[src/rtl/iterative_subtractor_pkg.sv]
// Shared ALU definitions for the iterative subtractor: state encoding and default geometry.
// Purely declarative; no timing or flow control of its own.
package iterative_subtractor_pkg;

  localparam int WIDTH_DEF   = 32;
  localparam int CHUNK_DEF   = 8;
  localparam int N_CHUNKS    = WIDTH_DEF / CHUNK_DEF;
  localparam int IDX_W_DEF   = (N_CHUNKS > 1) ? $clog2(N_CHUNKS) : 1;

  typedef enum logic [1:0] {
    ST_IDLE = 2'd0,
    ST_RUN  = 2'd1,
    ST_DONE = 2'd2
  } state_e;

endpackage

[src/rtl/iterative_subtractor_chunk_adder.sv]
// W-bit adder slice with carry-in; also exposes the carry into its top bit for overflow.
// Purely combinational, zero latency, no flow control.
module chunk_adder #(
  parameter int W = 8
) (
  input  logic [W-1:0] a,
  input  logic [W-1:0] b,
  input  logic         cin,
  output logic [W-1:0] sum,
  output logic         cout,
  output logic         c_msb_in
);

  always_comb begin
    {cout, sum} = {1'b0, a} + {1'b0, b} + (W+1)'(cin);
    // sum[msb] = a ^ b ^ carry_in, so the carry into the top bit falls out directly.
    c_msb_in = a[W-1] ^ b[W-1] ^ sum[W-1];
  end

endmodule

[src/rtl/iterative_subtractor.sv]
// Computes A - B one CHUNK per cycle: accept, WIDTH/CHUNK RUN cycles, then DONE holds the result.
// in_ready only in IDLE; DONE holds all outputs until out_ready, with no same-cycle re-accept.
module iterative_subtractor
  import iterative_subtractor_pkg::*;
#(
  parameter int WIDTH = WIDTH_DEF,
  parameter int CHUNK = CHUNK_DEF
) (
  input  logic             clock,
  input  logic             resetn,
  input  logic             in_valid,
  output logic             in_ready,
  input  logic [WIDTH-1:0] data_operandA,
  input  logic [WIDTH-1:0] data_operandB,
  output logic             out_valid,
  input  logic             out_ready,
  output logic [WIDTH-1:0] sub_result,
  output logic             sub_cout,
  output logic             sub_overflow
);

  localparam int N  = WIDTH / CHUNK;
  localparam int IW = (N > 1) ? $clog2(N) : 1;
  localparam logic [IW-1:0] LAST_IDX = IW'(N - 1);

  state_e           state_q, state_d;
  logic [IW-1:0]    idx_q, idx_d;
  logic             carry_q, carry_d;
  logic [WIDTH-1:0] a_q, a_d;
  logic [WIDTH-1:0] b_q, b_d;
  logic [WIDTH-1:0] res_q, res_d;
  logic             cout_q, cout_d;
  logic             ovf_q, ovf_d;

  logic [CHUNK-1:0]       sum;
  logic                   c_out;
  logic                   c_msb;
  logic [WIDTH+CHUNK-1:0] res_cat;

  // Operands shift down each RUN cycle so the adder always sees the low chunk;
  // sums shift in from the top, leaving chunk k at bits [k*CHUNK +: CHUNK] after N steps.
  chunk_adder #(.W(CHUNK)) u_chunk_adder (
    .a        (a_q[CHUNK-1:0]),
    .b        (~b_q[CHUNK-1:0]),
    .cin      (carry_q),
    .sum      (sum),
    .cout     (c_out),
    .c_msb_in (c_msb)
  );

  assign res_cat = {sum, res_q};

  always_comb begin
    state_d = state_q;
    idx_d   = idx_q;
    carry_d = carry_q;
    a_d     = a_q;
    b_d     = b_q;
    res_d   = res_q;
    cout_d  = cout_q;
    ovf_d   = ovf_q;
    unique case (state_q)
      ST_IDLE: begin
        if (in_valid) begin
          state_d = ST_RUN;
          a_d     = data_operandA;
          b_d     = data_operandB;
          idx_d   = '0;
          carry_d = 1'b1;
        end
      end
      ST_RUN: begin
        a_d     = a_q >> CHUNK;
        b_d     = b_q >> CHUNK;
        res_d   = res_cat[WIDTH+CHUNK-1:CHUNK];
        carry_d = c_out;
        idx_d   = idx_q + 1'b1;
        if (idx_q == LAST_IDX) begin
          state_d = ST_DONE;
          idx_d   = '0;
          cout_d  = c_out;
          ovf_d   = c_msb ^ c_out;
        end
      end
      ST_DONE: begin
        if (out_ready) state_d = ST_IDLE;
      end
      default: state_d = ST_IDLE;
    endcase
  end

  always_ff @(posedge clock or negedge resetn) begin
    if (!resetn) begin
      state_q <= ST_IDLE;
      idx_q   <= '0;
      carry_q <= 1'b0;
      a_q     <= '0;
      b_q     <= '0;
      res_q   <= '0;
      cout_q  <= 1'b0;
      ovf_q   <= 1'b0;
    end else begin
      state_q <= state_d;
      idx_q   <= idx_d;
      carry_q <= carry_d;
      a_q     <= a_d;
      b_q     <= b_d;
      res_q   <= res_d;
      cout_q  <= cout_d;
      ovf_q   <= ovf_d;
    end
  end

  assign in_ready     = (state_q == ST_IDLE);
  assign out_valid    = (state_q == ST_DONE);
  assign sub_result   = res_q;
  assign sub_cout     = cout_q;
  assign sub_overflow = ovf_q;

endmodule
[config.mk]
export PLATFORM = sky130hd
export DESIGN_NAME = iterative_subtractor
export DESIGN_NICKNAME = d
export VERILOG_FILES = /design/src/rtl/iterative_subtractor_pkg.sv /design/src/rtl/iterative_subtractor_chunk_adder.sv /design/src/rtl/iterative_subtractor.sv
export SDC_FILE = /design/constraint.sdc
export NUM_CORES = 1
export LEC_CHECK = 0
export BUFFER_PORTS_ARGS = -buffer_cell sky130_fd_sc_hd__buf_2
export CAP_MARGIN = 15
export CORE_MARGIN = 5
export CORE_UTILIZATION = 45
export DETAILED_ROUTE_END_ITERATION = 8
export GPL_TIMING_DRIVEN = 0
export PLACE_DENSITY = 0.68
export SYNTH_ARGS = -nofsm -noshare
export SYNTH_HDL_FRONTEND = slang
export SYNTH_SLANG_ARGS = --single-unit
[constraint.sdc]
create_clock -name clock -period 4.9 [get_ports clock]
set_clock_uncertainty 0.1 [all_clocks]
set_input_delay 0 -clock clock [delete_from_list [all_inputs] [get_ports clock]]
set_output_delay 0 -clock clock [all_outputs]
set_load 0.05 [all_outputs]
==> results of run 1 <==
## flip-flops by register name, summed over array words and instances (netlist names)
signal	cells
sub_cout	1
idx_q	2
state_q	2
a_q	32
sub_overflow	1
b_q	32
sub_result	32
carry_q	1
## worst max-delay path: stages (launching register included)
cell      delay, ps
dfrtp_1         450
fa_1            430
fa_1            430
nand2b_1        160
a21oi_1         330
a21oi_2         150
xor2_1          190
o21ai_1         120
## logic make-up (layout without fill, tap and decap cells)
logic type                 Yosys count  in the layout  share of synthesized area (%)
buffers and inverters               48            235                           4.35
xor gates and xnor gates             7              7                           1.26
AOI/OAI and AO/OA                  180            180                           23.0
and+or+nand+nor                    155            155                           15.4
DFF                                103            103                           53.1
adders and majority gates           10             10                           2.89
## metal layers
layer | global-route usage (%) | part of all wire (%)
met1 | 26.8 | 43
met2 | 36.8 | 49
met3 | 3.66 | 5.7
met4 | 8.87 | 2.9
met5 | 0 | 0
## power by group through the flow
stage,sequential [W],clock [W],combinational (W)
after floorplan,0.00183,0,0.00121
after global routing,0.00149,0.000564,0.00243
after detailed placement,0.00147,0,0.00218
after CTS,0.00145,0.000537,0.00222
final,0.00145,0.000530,0.00222
after global placement,0.00145,0,0.00211
## worst paths after layout
check                                           from                         to  slack (ps)  cells past startpoint
setup / recovery                  b_q[0]$_DFFE_PN0P_   sub_overflow$_DFFE_PN0P_        2470                      7
hold / removal                                resetn  sub_result[3]$_DFFE_PN0P_        -0.5                      2
setup reg to reg                  b_q[0]$_DFFE_PN0P_   sub_overflow$_DFFE_PN0P_        2470                      7
hold reg to reg            sub_result[6]$_DFFE_PN0P_  sub_result[6]$_DFFE_PN0P_         380                      2
max in group asynchronous                     resetn        a_q[31]$_DFFE_PN0P_        4010                      3
min in group clock                         out_ready     state_q[1]$_DFFE_PN0P_         260                      3
## cell usage in the layout, fill, tap and decap left out
cell and count:
nor2b_1 41, nor2_2 1, a22o_1 17, xor2_1 5, o41a_1 1, clkinv_2 1, nor2_1 5, dlygate4sd3_1 67
o22ai_1 1, a31oi_1 1, xnor2_1 2, nand2b_1 7, o21bai_2 1, clkinv_4 1, a2bb2oi_1 1, a21oi_2 2
ha_1 8, a31o_1 1, and4_1 1, a22oi_1 41, clkbuf_1 16, a21oi_1 49, buf_4 2, and3b_1 8
bufinv_16 1, a21o_1 2, dfrtp_1 103, clkbuf_8 9, o31ai_1 1, o21ai_0 17, inv_1 11, o211ai_2 1
a21o_2 1, o21ai_1 43, nand2_1 92, fa_1 2, clkinvlp_4 2, buf_2 124, buf_16 1
## area by class of cell
cell class / instances / area share, %
Tap cell: 140 / 2.72
Buffer: 37 / 2.64
Clock inverter: 5 / 0.914
Inverter: 11 / 0.641
Multi-Input combinational cell: 352 / 32.1
Sequential cell: 103 / 40.0
Clock buffer: 11 / 2.04
Timing Repair Buffer: 171 / 18.9
## per-stage QoR
stage / power [W] / instances / hold WS, ps
after CTS: 0.00421 / 830 / 5.05
after global placement: 0.00356 / 746 / 90.0
after floorplan: 0.00304 / 503 / -396
after detailed placement: 0.00364 / 747 / -132
final: 0.00420 / 830 / -0.532
after global routing: 0.00449 / 830 / 34.1
## what timing repair did
item,in CTS,in global routing
endpoints found under the setup margin,0,0
hold endpoints to repair,169,0
hold buffers,67,0
==> metrics.yaml, run 1 <==
first_pass_iters: 5
drt-total-wl_um: 13400
synth_nets: 581
portBuffers: 103
p_int_w: 0.00219
drcViolationCount: 0
p_per_area_mw_per_mm2: 652
synth.most_common_cell: "dfrtp_1"
seq_area_mm2: 0.00258
overflow: 0
crit_path_start_kind: "flop"
grt_usage_pct: 21.4
fin_setup_tns_ps: 0
io_pins: 104
rsz0062_at_grt: "no"
ys_seq_elements: 103
swShare_pct: 47.8
antenna_found_initial: 0
seq_area_frac_synth_pct: 53.1
crit_fanout: 3
synth_largest_area_cell: "dfrtp_1"
synth_ff_type: "dfrtp_1"
cts_num_sinks: 103
p_switching_w: 0.00201
power_frac_comb_pct: 52.8
status: "finished, violations left"
hold_class: "in2async"
postPlaceCellArea_mm2: 0.00558
grt_max_degree: 73
max_cap_violations: 0
pre_cts_slack_ps: 2500
fin_crit_ps: 2430
synth_warnings: 0
cts-buffers-inserted: 9
core.rowCount: 38
max-slew-margin-rel_pct: 63.5
design_area_mm2: 0.00644
grt_pass1_wl_um: 22200
leakage_nw: 3.12
ant_nets: 0
synth_top_area_share_pct: 53.1
viasPerCell: 5.28
synth_cell_types: 32
syn_area_per_cell_um2: 9.65
die_w_um: 114
critPathCaptureType: "flop"
synth_edf_count: 0
setup_ws_ps: 2470
cts.clk_slew.worst_paths_ps: 100
first_iter_violations: 335
tightest_slew_ps: 547
slew_violations: 0
multi_input_area_mm2: 0.00207
dr_total_vias: 4382
die-area_mm2: 0.0130
critPathRequiredTime_ps: 5090
finalNetCount: 763
finalCritPeriodShare_pct: 49.6
syn_inst: 503
post_cts_buffers: 0
synthTopCellsByArea: "dfrtp_1, nand2_1, a22oi_1"
dp_hpwl_um: 9420
cts_tree: "built"
grt_pass1_vias: 4563
seq_power_share_pct: 34.5
place_congestion: 0.825
clockBufferDepth: 2
setup_violations: 0
synth_async_sr_flop_share_pct: 100
layout-drive-gt1-share_pct: 21.3
synthTopCellsByCount: "dfrtp_1, nand2_1, a21oi_1"
finalHoldViolations: 1
coreArea_mm2: 0.0107
crit_type: "reg2reg"
area_delta_synth_final_pct: 32.6
critPathArrivalTime_ps: 2620
drt-wirelength-per-cell_um: 16.2
vdd_drop_max_uv: 420
start_util_pct: 45.4
violations: "negative hold slack"
post-route-util_pct: 60.2
num-fill-cells: 892
antennaDiodeCount: 0
fmax_mhz: 411
whs_ps: -0.532
insertion_delay_ps: 370
clockPowerShare_pct: 12.6
die_h_um: 114
post_cts_resized: 0
root_buffer: "clkbuf_8"
htreeDepth: 3
netlist_area_mm2: 0.00486
Power figures use the tool's default switching activity.
==> run 2: changes to the inputs <==
--- a/config.mk
+++ b/config.mk
@@ -5,13 +5,14 @@
 export SDC_FILE = /design/constraint.sdc
 export NUM_CORES = 1
 export LEC_CHECK = 0
+export ABC_AREA = 1
 export BUFFER_PORTS_ARGS = -buffer_cell sky130_fd_sc_hd__buf_2
 export CAP_MARGIN = 15
 export CORE_MARGIN = 5
 export CORE_UTILIZATION = 45
 export DETAILED_ROUTE_END_ITERATION = 8
 export GPL_TIMING_DRIVEN = 0
-export PLACE_DENSITY = 0.68
+export PLACE_DENSITY = 0.71
 export SYNTH_ARGS = -nofsm -noshare
 export SYNTH_HDL_FRONTEND = slang
 export SYNTH_SLANG_ARGS = --single-unit
==> constraint.sdc (replaced) <==
create_clock -name clock -period 2.05 [get_ports clock]
set_clock_uncertainty 0.1 [all_clocks]
set_input_delay 0 -clock clock [delete_from_list [all_inputs] [get_ports clock]]
set_output_delay 0 -clock clock [all_outputs]
set_load 0.05 [all_outputs]
==> run 2 against run 1 <==
- the run now ends clean
- flip-flop and latch count is the same
- worst setup slack worse by 2400 ps
- first-iteration DRC count decreased by 18%
- highest routed layer unchanged
- sequential share of layout area rose by 1.6 points
- synthesized cell count rose by 4.0%
- design area decreased by 3.8%
- critical endpoint unchanged
- routed wire length down 8.4%
==> metrics.yaml, run 2 <==
status: "finished clean"
cts_tree: "built"
place_congestion: 0.815
ant_nets: 0
area_delta_synth_final_pct: 34.2
vdd_drop_max_uv: 796
first_pass_iters: 4
finalNetCount: 783
pre_cts_slack_ps: -23.4
p_int_w: 0.00558
swShare_pct: 49.4
leakage_nw: 3.10
insertion_delay_ps: 370
fin_setup_tns_ps: 0
coreArea_mm2: 0.0102
syn_inst: 523
die_w_um: 111
syn_area_per_cell_um2: 8.83
finalHoldViolations: 0
antenna_found_initial: 0
ys_seq_elements: 103
synth_largest_area_cell: "dfrtp_1"
tightest_slew_ps: 635
synth.most_common_cell: "nand2_1"
drt-wirelength-per-cell_um: 14.5
seq_area_frac_synth_pct: 55.8
drcViolationCount: 0
synth_warnings: 0
post-route-util_pct: 60.8
first_iter_violations: 275
path_delay_family: "adder cells"
cts-buffers-inserted: 9
critPathCaptureType: "flop"
crit_type: "reg2reg"
fmax_mhz: 510
synth_async_sr_flop_share_pct: 100
seq_power_share_pct: 32.7
drt-total-wl_um: 12300
power_w: 0.0110
overflow: 0
slowest_delay_ps: 400
crit_fanout: 4
crit_path_start_kind: "flop"
cts_num_sinks: 103
crit_top_cell: "nand2_1"
finalCritPeriodShare_pct: 95.6
power_frac_comb_pct: 56.4
core.rowCount: 37
grt_pass1_vias: 4373
post_cts_buffers: 0
fin_crit_ps: 1960
hold_class: "in2async"
met3_length_um: 784
antennaDiodeCount: 0
synth_nets: 601
synthTopCellsByArea: "dfrtp_1, nand2_1, o21ai_0"
synth_ff_type: "dfrtp_1"
layout_common_cells: "nand2_1, buf_2, dfrtp_1, o21ai_0, dlygate4sd3_1"
root_buffer: "clkbuf_8"
start_util_pct: 45.3
viasPerCell: 4.99
die-area_mm2: 0.0124
p_switching_w: 0.00545
dp_hpwl_um: 8530
layout-drive-gt1-share_pct: 21.1
clockPowerShare_pct: 10.9
setup_violations: 0
rsz0062_at_grt: "no"
met2_length_um: 6140
max_cap_violations: 0
mostFrequentLayoutCell: "nand2_1"
synth_cell_types: 24
critPathArrivalTime_ps: 2130
io_pins: 104
slew_violations: 0
htreeDepth: 3
cts.clk_slew.worst_paths_ps: 100
netlist_area_mm2: 0.00462
cp_slowest_cell: "fa_2"
synth_top_area_share_pct: 55.8
wirelength_met1_um: 5090
path_buf_inv: 2
portBuffers: 103
crit_chain: "inv_1 -> fa_2 -> fa_2 -> inv_2 -> nand3_1 -> nand2_2 -> nand2_1 -> nand2_1 -> nand2_1 -> nand3_1 -> nand2_1"
grt_max_degree: 56
die_h_um: 111
grt_usage_pct: 20.6
dr_total_vias: 4221
synth_edf_count: 0
clockBufferDepth: 2
critPathRequiredTime_ps: 2220
p_per_area_mw_per_mm2: 1780
grt_pass1_wl_um: 20700
setup_ws_ps: 90.3
highest_layer: "met4"
max-slew-margin-rel_pct: 57.7
synthTopCellsByCount: "nand2_1, dfrtp_1, o21ai_0"
==> run 2: cell count changes in the layout (fill, tap and decap cells not counted), sizes merged, moves of 7 or more <==
cell / delta
a22oi: -41
a21oi: -45
nor2b: -41
inv: +31
nor2: +48
o21ai: +51
nand2: +38
o22ai: +8
nand2b: -7
and3b: -8
==> run 2: stage by stage <==
step                instances  hold slack (ps)  cell area, um^2
global route              846              152             6200
global placement          762             81.5             5310
floorplan                 523             -396             4620
detailed placement        763            -38.2             5340
finish                    846             96.7             6200
CTS                       846              112             6190
==> run 2: worst paths after layout <==
check	startpoint	to	slack, ps	cells after the start
setup / recovery	a_q[0]$_DFFE_PN0P_	sub_overflow$_DFFE_PN0P_	90	11
hold / removal	resetn	sub_result[6]$_DFFE_PN0P_	100	2
setup reg to reg	a_q[0]$_DFFE_PN0P_	sub_overflow$_DFFE_PN0P_	90	11
hold reg to reg	sub_result[5]$_DFFE_PN0P_	sub_result[5]$_DFFE_PN0P_	390	2
max in group asynchronous	resetn	b_q[9]$_DFFE_PN0P_	1080	3
min in group clock	out_ready	state_q[1]$_DFFE_PN0P_	230	3
==> run 2: area by class of cell <==
| cell class | count | area [um^2] |
|---|---|---|
| plain buffers | 30 | 169 |
| clock buffers | 12 | 155 |
| clock inverters | 4 | 27.5 |
| fillers | 923 | 3990 |
| inverters | 41 | 154 |
| multi-input cells | 349 | 1730 |
| flip-flops and latches | 103 | 2580 |
| well taps | 136 | 170 |
| repair buffers | 171 | 1220 |
==> run 2: metal layers <==
metal,GRT usage (%),vias up
met4,5.68,0
met5,0,-
met1,24.5,1991
met3,5.90,24
li1,-,2071
met2,36.3,135
==> run 2: power by group through the flow <==
stage / combinational [W] / clock (W) / sequential (W)
2_1_floorplan: 0.00358 / 0 / 0.00455
3_3_place_gp: 0.00595 / 0 / 0.00359
3_5_place_dp: 0.00612 / 0 / 0.00363
4_1_cts: 0.00626 / 0.00122 / 0.00360
5_1_grt: 0.00700 / 0.00131 / 0.00372
6_report: 0.00622 / 0.00120 / 0.00360
==> run 2: cells by family (layout without fill, tap and decap cells) <==
logic type | after synthesis | in the layout | synth area share, %
buffers and inverters | 71 | 258 | 6.99
flip-flops | 103 | 103 | 55.8
adder cells (fa/ha/maj) | 10 | 10 | 3.04
XOR/XNOR | 2 | 2 | 0.379
AND/OR/NAND/NOR | 193 | 193 | 16.5
AO/OA/AOI/OAI | 144 | 144 | 17.3
==> run 2: worst reg2reg max path, stage by stage, from the launching register on <==
cell and delay, ps:
dfrtp_1 350, inv_1 70, fa_2 400, fa_2 340
inv_2 70, nand3_1 80, nand2_2 110, nand2_1 60
nand2_1 60, nand2_1 70, nand3_1 90, nand2_1 60
==> run 2: what timing repair did <==
item,in CTS,in global routing
gates resized for setup,2,2
endpoints found under the setup margin,2,4
endpoints found under the hold margin,114,0
pin swaps,0,2
hold buffers,67,0
==> run 3: changes to the inputs <==
--- a/config.mk
+++ b/config.mk
@@ -8,8 +8,10 @@
 export ABC_AREA = 1
 export BUFFER_PORTS_ARGS = -buffer_cell sky130_fd_sc_hd__buf_2
 export CAP_MARGIN = 15
+export CORE_ASPECT_RATIO = 1.5
 export CORE_MARGIN = 5
 export CORE_UTILIZATION = 45
+export CTS_BUF_LIST = sky130_fd_sc_hd__clkbuf_8 sky130_fd_sc_hd__clkbuf_16
 export DETAILED_ROUTE_END_ITERATION = 8
 export GPL_TIMING_DRIVEN = 0
 export PLACE_DENSITY = 0.71
==> run 3 against run 2 <==
- first-iteration DRC count is 31% lower
- combinational power is 2% higher
- die area is 0.34% higher
- largest cell class unchanged
==> metrics.yaml, run 3 (same netlist as run 2, synthesis figures left out) <==
status: "finished clean"
tightest_slew_ps: 650
die-area_mm2: 0.0124
mostFrequentLayoutCell: "nand2_1"
core.rowCount: 45
fin_setup_tns_ps: 0
hold_class: "in2async"
antenna_found_initial: 0
drt-wirelength-per-cell_um: 15.4
cts_tree: "built"
htreeDepth: 3
antennaDiodeCount: 0
cts_num_sinks: 103
layout-drive-gt1-share_pct: 21.5
dr_total_vias: 4258
critPathArrivalTime_ps: 2100
fmax_mhz: 507
first_pass_iters: 4
clockBufferDepth: 2
first_iter_violations: 191
drt-total-wl_um: 12700
grt_usage_pct: 21.9
area_delta_synth_final_pct: 36.6
insertion_delay_ps: 340
crit_fanout: 4
slew_violations: 0
r2r_start: "b_q[0]$_DFFE_PN0P_"
viasPerCell: 5.14
die_h_um: 134
finalHoldViolations: 0
cts.clk_slew.worst_paths_ps: 70
setup_violations: 0
overflow: 0
critPathCaptureType: "flop"
start_util_pct: 45.8
crit_type: "reg2reg"
p_per_area_mw_per_mm2: 1850
endpoint: "sub_overflow$_DFFE_PN0P_"
finalNetCount: 786
num-fill-cells: 840
max-slew-margin-rel_pct: 56.7
drcViolationCount: 0
place_congestion: 0.826
io_pins: 104
die_w_um: 92.7
grt_max_degree: 55
dp_hpwl_um: 8650
ant_nets: 0
layout_common_cells: "nand2_1, buf_2, dfrtp_1, o21ai_0, dlygate4sd3_1"
portBuffers: 103
crit_path_start_kind: "flop"
critPathRequiredTime_ps: 2180
max_cap_violations: 0
leakage_nw: 3.17
timing.rr.end: "sub_overflow$_DFFE_PN0P_"
grt_pass1_wl_um: 21300
ff2ff_path_depth: 10
cts-buffers-inserted: 9
fin_crit_ps: 1970
coreArea_mm2: 0.0101
r2r_setup_slack_ps: 80
vdd_drop_max_uv: 784
grt_pass1_vias: 4404
finalCritPeriodShare_pct: 96.3
power_w: 0.0117
root_buffer: "clkbuf_16"
cp-startpoint: "b_q[0]$_DFFE_PN0P_"
## run 3: stage by stage
| step | cell area, um^2 | setup WS [ps] | hold slack (ps) | utilization (%) | instances |
|---|---|---|---|---|---|
| after floorplan | 4620 | 135 | -396 | - | 523 |
| after global placement | 5280 | -158 | 80.3 | 52.4 | 743 |
| after detailed placement | 5310 | -77.4 | -29.6 | 52.7 | 744 |
| after CTS | 6280 | 16.0 | 148 | 62.3 | 826 |
| after global routing | 6300 | -1.13 | 192 | 62.6 | 829 |
| final | 6300 | 76.1 | 129 | 62.6 | 829 |
## run 3: worst min path at each step
| stage | depth (start not counted) | slack [ps] | startpoint | endpoint |
|---|---|---|---|---|
| global route | 2 | 190 | resetn | sub_result[15]$_DFFE_PN0P_ |
| detailed placement | 1 | -30 | resetn | sub_result[13]$_DFFE_PN0P_ |
| floorplan | 0 | -400 | resetn | a_q[0]$_DFFE_PN0P_ |
| global placement | 2 | 80 | out_ready | state_q[1]$_DFFE_PN0P_ |
| finish | 2 | 130 | resetn | sub_result[5]$_DFFE_PN0P_ |
| CTS | 2 | 150 | resetn | sub_result[5]$_DFFE_PN0P_ |
## run 3: what timing repair did
action,4_1_cts,5_1_grt
hold endpoints to repair,115,0
buffers inserted,0,3
hold buffers,67,0
pin swaps,0,4
resized for setup,2,4
setup endpoints to repair,4,4
## run 3: worst max-delay path, stage by stage (launching register included)
cell and delay [ps]:
dfrtp_1 420, fa_2 380, fa_2 360, inv_2 70
nand3_1 80, nand2_2 110, nand2_1 60, nand2_1 80
nand2_2 70, nand3_1 80, nand2_1 50
## run 3: final cells by class
cell class                      count  area [um^2]  area share [%]
Clock inverter                      5         51.3           0.814
Sequential cell                   103         2580            40.9
Inverter                           41          154            2.44
Buffer                             30          169            2.68
Clock buffer                       10          239            3.79
Tap cell                          117          146            2.32
Timing Repair Buffer              174         1240            19.6
Multi-Input combinational cell    349         1730            27.4
## run 3: layer usage
layer / share of wire (%) / track usage, %
met1: 38 / 24.0
met2: 53 / 40.4
met3: 5.5 / 4.32
met4: 3.7 / 9.78
met5: 0 / 0
## run 3: report_power, final
| group | total (W) | internal (W) | switching (W) |
|---|---|---|---|
| clock network | 0.00167 | 0.000964 | 0.000708 |
| registers | 0.00362 | 0.00305 | 0.000573 |
| logic | 0.00636 | 0.00209 | 0.00427 |
| total | 0.0117 | 0.00610 | 0.00555 |
